File: src/rtl/disp_pkg.sv
`default_nettype none
// ============================================================================
// Module      : disp_pkg
// Description : Shared glyph patterns, output polarities and sizing helper
//               for the multiplexed 7-segment display driver.
// Revision    : 1.0 - initial release
// ============================================================================
package disp_pkg;

    // Active-low segment patterns, bit6 = a ... bit0 = g
    localparam logic [6:0] SEG_0     = 7'b0000001;
    localparam logic [6:0] SEG_1     = 7'b1001111;
    localparam logic [6:0] SEG_2     = 7'b0010010;
    localparam logic [6:0] SEG_3     = 7'b0000110;
    localparam logic [6:0] SEG_4     = 7'b1001100;
    localparam logic [6:0] SEG_5     = 7'b0100100;
    localparam logic [6:0] SEG_6     = 7'b0100000;
    localparam logic [6:0] SEG_7     = 7'b0001111;
    localparam logic [6:0] SEG_8     = 7'b0000000;
    localparam logic [6:0] SEG_9     = 7'b0000100;
    localparam logic [6:0] SEG_A     = 7'b0001000;
    localparam logic [6:0] SEG_B     = 7'b1100000;
    localparam logic [6:0] SEG_C     = 7'b0110001;
    localparam logic [6:0] SEG_D     = 7'b1000010;
    localparam logic [6:0] SEG_E     = 7'b0110000;
    localparam logic [6:0] SEG_F     = 7'b0111000;
    localparam logic [6:0] SEG_BLANK = 7'b1111111;

    localparam logic ANODE_ON  = 1'b0;
    localparam logic ANODE_OFF = 1'b1;
    localparam logic DP_ON     = 1'b0;
    localparam logic DP_OFF    = 1'b1;

    // Width needed to hold 0..n-1, never less than one bit
    function automatic int clog2(input int n);
        return (n <= 1) ? 1 : $clog2(n);
    endfunction

endpackage : disp_pkg
`default_nettype wire

File: src/rtl/seg7_glyph.sv
`default_nettype none
// ============================================================================
// Module      : seg7_glyph
// Description : Combinational nibble to active-low segment lookup.
//               DISP_HEX_FULL_EN selects the full A-F hex glyph set.
// Revision    : 1.0 - initial release
// ============================================================================
module seg7_glyph
    import disp_pkg::*;
(
    input  logic [3:0] nibble_i,
    output logic [6:0] seg_o
);

    always_comb begin
        seg_o = SEG_BLANK;
        case (nibble_i)
            4'h0: seg_o = SEG_0;
            4'h1: seg_o = SEG_1;
            4'h2: seg_o = SEG_2;
            4'h3: seg_o = SEG_3;
            4'h4: seg_o = SEG_4;
            4'h5: seg_o = SEG_5;
            4'h6: seg_o = SEG_6;
            4'h7: seg_o = SEG_7;
            4'h8: seg_o = SEG_8;
            4'h9: seg_o = SEG_9;
`ifdef DISP_HEX_FULL_EN
            4'hA: seg_o = SEG_A;
            4'hB: seg_o = SEG_B;
            4'hC: seg_o = SEG_C;
            4'hD: seg_o = SEG_D;
            4'hE: seg_o = SEG_E;
            4'hF: seg_o = SEG_F;
`else
            // Legacy decoder only ever defined E among the letters
            4'hE: seg_o = SEG_E;
`endif
            default: seg_o = SEG_BLANK;
        endcase
    end

endmodule : seg7_glyph
`default_nettype wire

File: src/rtl/disp_scan_mux.sv
`default_nettype none
// ============================================================================
// Module      : disp_scan_mux
// Description : Time-multiplexed common-anode 7-segment driver with load
//               handshake, tear-free frame commit, leading-zero blanking and
//               decimal points. Honours DISP_HEX_FULL_EN via seg7_glyph.
// Revision    : 1.0 - initial release
// ============================================================================
module disp_scan_mux
    import disp_pkg::*;
#(
    parameter int DIGITS   = 4,
    parameter int SCAN_DIV = 50000
)(
    input  logic                  clock,
    input  logic                  reset,
    input  logic                  enable,
    input  logic                  load_valid,
    output logic                  load_ready,
    input  logic [4*DIGITS-1:0]   load_value,
    input  logic [DIGITS-1:0]     load_dp,
    input  logic                  blank_zeros,
    output logic [DIGITS-1:0]     anodes,
    output logic [6:0]            segmentos,
    output logic                  dp
);

    localparam int IW = clog2(DIGITS);
    localparam int CW = clog2(SCAN_DIV);

    logic [CW-1:0]          cnt_q, cnt_d;
    logic [IW-1:0]          idx_q, idx_d;
    logic [4*DIGITS-1:0]    shadow_val_q, shadow_val_d;
    logic [DIGITS-1:0]      shadow_dp_q, shadow_dp_d;
    logic [4*DIGITS-1:0]    active_val_q, active_val_d;
    logic [DIGITS-1:0]      active_dp_q, active_dp_d;
    logic                   pending_q, pending_d;
    logic                   ready_q, ready_d;
    logic [DIGITS-1:0]      anodes_q, anodes_d;
    logic [6:0]             seg_q, seg_d;
    logic                   dp_q, dp_d;

    logic                   w_tc;
    logic                   w_last;
    logic                   w_accept;
    logic                   w_commit;
    logic [3:0]             w_nibble;
    logic                   w_dp_sel;
    logic [DIGITS-1:0]      w_lead_zero;
    logic                   w_zeros_above;
    logic                   w_blank;
    logic [6:0]             w_glyph;

    assign w_tc     = (cnt_q == CW'(SCAN_DIV - 1));
    assign w_last   = (idx_q == IW'(DIGITS - 1));
    assign w_accept = load_valid & ready_q;
    // Frozen scan has no frame boundary to wait for, so commit straight away
    assign w_commit = pending_q & (~enable | (w_tc & w_last));

    always_comb begin
        w_nibble      = 4'h0;
        w_dp_sel      = 1'b0;
        w_lead_zero   = '0;
        w_zeros_above = 1'b1;
        for (int i = DIGITS - 1; i >= 0; i--) begin
            w_zeros_above  = w_zeros_above & (active_val_q[i*4 +: 4] == 4'h0);
            w_lead_zero[i] = w_zeros_above;
            if (idx_q == IW'(i)) begin
                w_nibble = active_val_q[i*4 +: 4];
                w_dp_sel = active_dp_q[i];
            end
        end
    end

    assign w_blank = blank_zeros & (idx_q != '0) & w_lead_zero[idx_q];

    seg7_glyph u_glyph (
        .nibble_i (w_nibble),
        .seg_o    (w_glyph)
    );

    always_comb begin
        cnt_d        = cnt_q;
        idx_d        = idx_q;
        shadow_val_d = shadow_val_q;
        shadow_dp_d  = shadow_dp_q;
        active_val_d = active_val_q;
        active_dp_d  = active_dp_q;
        pending_d    = pending_q;
        anodes_d     = {DIGITS{ANODE_OFF}};
        seg_d        = SEG_BLANK;
        dp_d         = DP_OFF;

        if (enable) begin
            if (w_tc) begin
                cnt_d = '0;
                idx_d = w_last ? '0 : idx_q + IW'(1);
            end else begin
                cnt_d = cnt_q + CW'(1);
            end
            anodes_d = ~(DIGITS'(1) << idx_q);
            if (!w_blank) begin
                seg_d = w_glyph;
                dp_d  = w_dp_sel ? DP_ON : DP_OFF;
            end
        end

        if (w_accept) begin
            shadow_val_d = load_value;
            shadow_dp_d  = load_dp;
            pending_d    = 1'b1;
        end
        if (w_commit) begin
            active_val_d = shadow_val_q;
            active_dp_d  = shadow_dp_q;
            pending_d    = 1'b0;
        end
        ready_d = ~pending_d;
    end

    always_ff @(posedge clock or posedge reset) begin
        if (reset) begin
            cnt_q        <= '0;
            idx_q        <= '0;
            shadow_val_q <= '0;
            shadow_dp_q  <= '0;
            active_val_q <= '0;
            active_dp_q  <= '0;
            pending_q    <= 1'b0;
            ready_q      <= 1'b1;
            anodes_q     <= {DIGITS{ANODE_OFF}};
            seg_q        <= SEG_BLANK;
            dp_q         <= DP_OFF;
        end else begin
            cnt_q        <= cnt_d;
            idx_q        <= idx_d;
            shadow_val_q <= shadow_val_d;
            shadow_dp_q  <= shadow_dp_d;
            active_val_q <= active_val_d;
            active_dp_q  <= active_dp_d;
            pending_q    <= pending_d;
            ready_q      <= ready_d;
            anodes_q     <= anodes_d;
            seg_q        <= seg_d;
            dp_q         <= dp_d;
        end
    end

    assign load_ready = ready_q;
    assign anodes     = anodes_q;
    assign segmentos  = seg_q;
    assign dp         = dp_q;

endmodule : disp_scan_mux
`default_nettype wire

File: config.mk
export PLATFORM = sky130hd
export DESIGN_NAME = disp_scan_mux
export DESIGN_NICKNAME = d
export VERILOG_FILES = /design/src/rtl/disp_pkg.sv /design/src/rtl/seg7_glyph.sv /design/src/rtl/disp_scan_mux.sv
export SDC_FILE = /design/constraint.sdc
export NUM_CORES = 1
export LEC_CHECK = 0
export ABC_AREA = 1
export CORE_MARGIN = 1
export CORE_UTILIZATION = 40
export DETAILED_ROUTE_END_ITERATION = 10
export GPL_TIMING_DRIVEN = 0
export PLACE_DENSITY_LB_ADDON = 0.25
export SYNTH_ARGS = -nofsm -noshare
export SYNTH_HDL_FRONTEND = slang
export SYNTH_SLANG_ARGS = --single-unit
File: constraint.sdc
create_clock -name clock -period 5.5 [get_ports clock]
set_input_delay 0.825 -clock clock [delete_from_list [all_inputs] [get_ports clock]]
set_output_delay 0.825 -clock clock [all_outputs]
set_load 0.01 [all_outputs]
Word level (Yosys, flattened, before mapping)
Memory sizes are Yosys's and may differ from the RTL's. Cells that the tools add are included.

Flip-flop bits (word level): 72. Memories kept: 1. ROM bits: 112. Word-level logic and storage cells: 59. Bits in writable memories: 0. Latch bits: 0. Input port bits: 25.

Reductions and logical operators: 7. Multipliers: 0. Order comparisons: 1. $add $sub $neg: 2. Bitwise logic cells: 12. Div/mod/pow operators: 0. Eq/ne operators: 4. Shift-type cells: 1. Muxes and demuxes: 20.

Memories: (name not given) (depth 16, bits a word 7, rd ports 1, clocked after Yosys merged registers in 0, wr ports 0, line seg7_glyph.sv:17) `case (nibble_i)`.

Operator list (number): $mux 4 (5); $add 16x1->16 const B (1); $eq 16x16->1 const B (1); $logic_not 4->1 (4); $mux 16 (1); $mux 7 (2); $mux 1 (10); $and 1x1->1 (8); $eq 2x2->1 const B (2); $not 4->4 (1); $shl 1x2->4 const A (1); $lt 2x3->1 const B (1); $add 2x1->2 const B (1); $bmux 1 s2 (1); $eq 2x1->1 const B (1); $logic_not 2->1 (1); $mux 2 (1); $not 1->1 (2); $reduce_and 2->1 (1); $reduce_bool 2->1 (1); $or 1x1->1 (1).

Longest topological paths before layout
Word-level depth: 9. Gate-level depth with buffers: 13.

By module
Synthesis repeated with hierarchy kept, for this count alone.

Cell total of the unflattened synthesis: 465. Area, all modules: 3636.0 um^2.

By module, submodules not included: disp_scan_mux (seq. area each 1818.0 um^2, area an instance 3417.0 um^2, cells each 423, times used 1); seg7_glyph (seq. area each 0.0 um^2, area an instance 219.0 um^2, cells each 42, times used 1).

Worst setup path after synthesis
OpenSTA, ideal clock, no wires.

Path kind: register -> register. From: register idx_q[0]. To: register seg_q[3] (netlist: segmentos[3]). Required time: 5408 ps. Stages on the path, launching flop included: 13. Data arrival time: 1884 ps. Path slack: 3524 ps. Library setup time: 92 ps. Clock period less this slack: 1976 ps. Cells stage by stage: dfrtp_1 > inv_1 > ha_1 > inv_2 > nand2_1 > o211ai_1 > a21oi_1 > inv_1 > ha_1 > inv_1 > nand2_1 > nand3_1 > nand3_1.

Cells in the longest elaborated chain, start to end: 8. Elaborated cells on any way between the ends: 16. Those cells by class: eq/ne: 3; mux: 8; bitwise: 2; reduce/logical: 2; memory: 1.

RTL lines: from (decl) (line disp_scan_mux.sv:32) `logic [IW-1:0] idx_q, idx_d;`; from (signal assigned) (line disp_scan_mux.sv:136) `idx_q <= idx_d;`; $eq 2x2->1 (line disp_scan_mux.sv:68) `if (idx_q == IW'(i)) begin`; $mux 4 (4 in a row) (line disp_scan_mux.sv:68); $mem_v2 16x7; $mux 7 * (line disp_scan_mux.sv:102) `if (!w_blank) begin`; $mux 7 * (line disp_scan_mux.sv:94) `if (enable) begin`; named net seg_d[3] (line disp_scan_mux.sv:40) `logic [6:0] seg_q, seg_d;`; to (signal assigned) (line disp_scan_mux.sv:144) `seg_q <= seg_d;`; to (decl) (line disp_scan_mux.sv:40).

The timed path passes the listed nets; every way through them passes the cells marked *. The select of a mux whose other input is x is not followed. A chain may end at the register's enable or synchronous reset.

Worst setup path in the final report
From: register idx_q[0]. To: register seg_q[1] (netlist: segmentos[1]).

The elaborated chain is that of the path after synthesis.

==> Implementation_results.wiki <==
{| class="wikitable"
! Metric !! Value
|-
| Number of cells produced by synthesis || 454
|-
| Max Freq || 423.4 MHz
|-
| Gpl congestion || 0.8404
|-
| Number of antenna violations at the first check in global routing || 0
|-
| Cells taking the most area after synthesis || sky130_fd_sc_hd__dfrtp_1 (40%), sky130_fd_sc_hd__nand2_1 (17%), sky130_fd_sc_hd__dfstp_2 (9.4%)
|-
| Number of buffers added for setup after CTS || 0
|-
| Startpoint Class || flop
|-
| Worst Path Required || 5.79 ns
|-
| Hold violation count in the final report || 0
|-
| Worst hold path startpoint || active_dp_q[3]
|-
| Worst Setup Path Type || reg -> reg
|-
| Total placed cells including tap cells || ~600
|-
| Clk_lat worst skew || 0.36 ns
|-
| Count of unique library cells instantiated by Yosys || 30
|-
| Cells resized by post-CTS repair || 0
|-
| Most area-hungry cell type in the Yosys netlist || sky130_fd_sc_hd__dfrtp_1
|-
| Die Span Y || around 97 µm
|-
| Power per unit of standard cell area || 433.8 nW/µm²
|-
| Number of levels the H-tree was split into || 3
|-
| Outcome || completed
|-
| Highest-count cells in the layout ignoring fill and taps || sky130_fd_sc_hd__nand2_1 (167), sky130_fd_sc_hd__dfrtp_1 (59), sky130_fd_sc_hd__nand3_1 (57)
|-
| RSZ-0062 raised after global routing || false
|-
| Final core occ || 49.26%
|-
| Share of final-layout standard cells stronger than drive strength 1 || 11.86%
|-
| Critical Path Fanout Max || 6
|-
| Fin worst setup slack || 3.138 ns
|-
| Initial DRT Pass Iterations || 4
|-
| Share of the yosys chip area belonging to registers || 49.85%
|-
| CTS sink count || between 70 and 80
|-
| Syn_area_per_cell || 8.034 µm²
|-
| DRC viols || 0
|-
| Number of nets at the end of the flow || between 500 and 600
|-
| Syn Std Cell Area || 3647 µm²
|-
| Post-route minimum period || 2.362 ns
|-
| Peak supply drop || 226.9 µV
|-
| TritonCTS buffer count || 9
|-
| Drt first-iter violations || 142
|-
| Starting utilization of the core area || around two fifths
|-
| Clock Pin Slew Worst Setup and Hold Paths || 0.08 ns
|-
| Setup Skew || roughly 0.014 ns
|-
| Final Setup Violations || 0
|-
| Number of vias after detailed routing || 3040
|-
| Vias in the first global route || ~3000
|-
| Flip-flop and latch count after synthesis || 72
|-
| Count of non-filler cells in the finished layout || 614
|-
| Post-route ant nets || 0
|-
| Routed wirelength normalized by instance count || around 12 µm
|-
| CTS tree || yes
|-
| Number of rows in the core area || 34
|-
| Sequential fraction of design power || around 47%
|-
| Area of the die || 9504 µm²
|-
| Cell Int Power || about 0.0012 W
|-
| Count of antenna diodes in the layout || 0
|-
| Estimated wirelength of the detail-placed design || 5.518 mm
|-
| Max capacitance violation total || 0
|-
| Fraction of power spent switching nets || 37.71%
|-
| Synthesized netlist net count || 490
|-
| Die Wd || approximately 97 µm
|-
| Synth-to-layout area growth || 18.35%
|-
| Endpoint type of the worst setup path || flop
|-
| Number of top-level pins || 38
|-
| CTS Hold Bufs || 0
|-
| Combinational fraction of design power || 32.6%
|-
| Leakage power of the design || 2.200 nW
|-
| Sw Pwr || 0.0007062 W
|-
| Routed via count divided by cell count || about 5.0
|-
| Proportion of netlist area held by the largest area contributor || around two fifths
|-
| Count of warnings emitted by yosys || 0
|-
| Critical path launch point || idx_q[0]
|-
| Final period utilization || ~43%
|-
| Reg2Reg Launch Point || idx_q[0]
|-
| Leading cell type in the layout, fill and taps excluded || sky130_fd_sc_hd__nand2_1
|-
| Max clock buf depth || 2
|-
| Worst max-slew margin expressed relative to the limit || ~42%
|-
| Tightest Hold Check Type || reg -> reg
|-
| Std-Cell Core Area || 8763 µm²
|-
| Grt total ovfl || 0
|-
| Transition time of the tightest slew-check pin || 0.8762 ns
|-
| Clock root cell || sky130_fd_sc_hd__clkbuf_8
|-
| Worst hold slack || 0.4818 ns
|-
| Wire length of the first global-routing pass || 13.45 mm
|-
| Final count of pins violating max slew || 0
|-
| Sum of routed wire length over all layers || 7.622 mm
|-
| Worst EP arrival || 2.65 ns
|-
| Layout filler cell count || between 800 and 900
|-
| Sum of negative setup slack || 0 ns
|-
| Number of port buffers || 36
|-
| Worst Setup Slack post-DPL || roughly 3.2 ns
|-
| Portion of total power attributed to the clock network || 20.1%
|-
| Pin count of the biggest net entering global routing || 73
|-
| Total global routing track utilization || 17.62%
|}
[per-stage QoR]
stage / total power (W) / cell area, µm²
after floorplan: 0.001293 / 3647
after global placement: 0.001484 / 4143
after detailed placement: 0.001506 / 4145
after CTS: 0.001891 / 4317
after global routing: 0.002032 / 4317
final: 0.001873 / 4317
[power by group through the flow]
stage	sequential (W)	clock, W	combinational, W
2_1_floorplan	0.000863	0	0.000430
3_3_place_gp	0.000890	0	0.000594
3_5_place_dp	0.000896	0	0.000610
4_1_cts	0.000887	0.000390	0.000614
5_1_grt	0.000914	0.000414	0.000704
6_report	0.000886	0.000376	0.000611
[final cells by class]
type                            instances  area [µm²]  area share [%]
Buffer                                 14       93.84           2.174
Clock buffer                           10       127.6           2.957
Clock inverter                          6       43.79           1.014
Inverter                               43       163.9           3.797
Multi-Input combinational cell        325        1574           36.46
Sequential cell                        72        1818           42.12
Tap cell                              108       135.1           3.130
Timing Repair Buffer                   36       360.3           8.348
[critical path, stage by stage (launching register included)]
cell and delay [ns]:
sky130_fd_sc_hd__dfrtp_1 0.41, sky130_fd_sc_hd__inv_1 0.15, sky130_fd_sc_hd__ha_1 0.32, sky130_fd_sc_hd__inv_2 0.11, sky130_fd_sc_hd__nand2_1 0.08, sky130_fd_sc_hd__o211ai_1 0.09, sky130_fd_sc_hd__a21oi_1 0.33, sky130_fd_sc_hd__inv_1 0.18
sky130_fd_sc_hd__ha_1 0.24, sky130_fd_sc_hd__nand3b_1 0.18, sky130_fd_sc_hd__nand2_1 0.09, sky130_fd_sc_hd__nand2_1 0.05, sky130_fd_sc_hd__nand3_1 0.08
[metal layers]
metal	routed length (µm)	vias to the layer above	part of all wire [%]	global-route usage (%)
met2	3478	60	46	27.60
met3	250	14	3.3	4.460
met1	3741	1432	49	23.37
li1	-	1534	-	-
met4	152	0	2.0	6.900
met5	0	-	0	0
[flip-flops by register name, indices dropped and copies added, names as in the netlist]
register and cells:
dp 1, active_val_q 16, idx_q 2, cnt_q 16
pending_q 1, active_dp_q 4, segmentos 7, shadow_dp_q 4
shadow_val_q 16, anodes 4, load_ready 1
[cell usage after synthesis (all sizes together)]
cell type	instances
o21ai	10
xor2	3
nand3b	2
a21oi	17
ha	11
o211ai	1
nand3	59
nand4	7
o211a	1
nor2	31
nand2	172
clkbuf	5
nor3	7
a21boi	2
inv	43
dfrtp	59
or2	2
buf	9
dfstp	13
[final timing paths]
kind,to,slack [ns],cells after the start
max,segmentos[1],3.14,12
min,active_dp_q[3],0.48,2
max reg2reg,segmentos[1],3.14,12
min reg2reg,active_dp_q[3],0.48,2
max in group asynchronous,active_val_q[2],3.92,2
min in group asynchronous,cnt_q[7],1.02,2
[cell families after synthesis]
group	after synthesis	synth area share [%]
AO/OA/AOI/OAI	31	5.524
XOR/XNOR	3	0.7205
adder cells (fa/ha/maj)	11	3.774
buffers and inverters	57	6.998
flip-flops	72	49.85
AND/OR/NAND/NOR	280	33.14
Note: power is estimated with default switching activity, not from simulation.
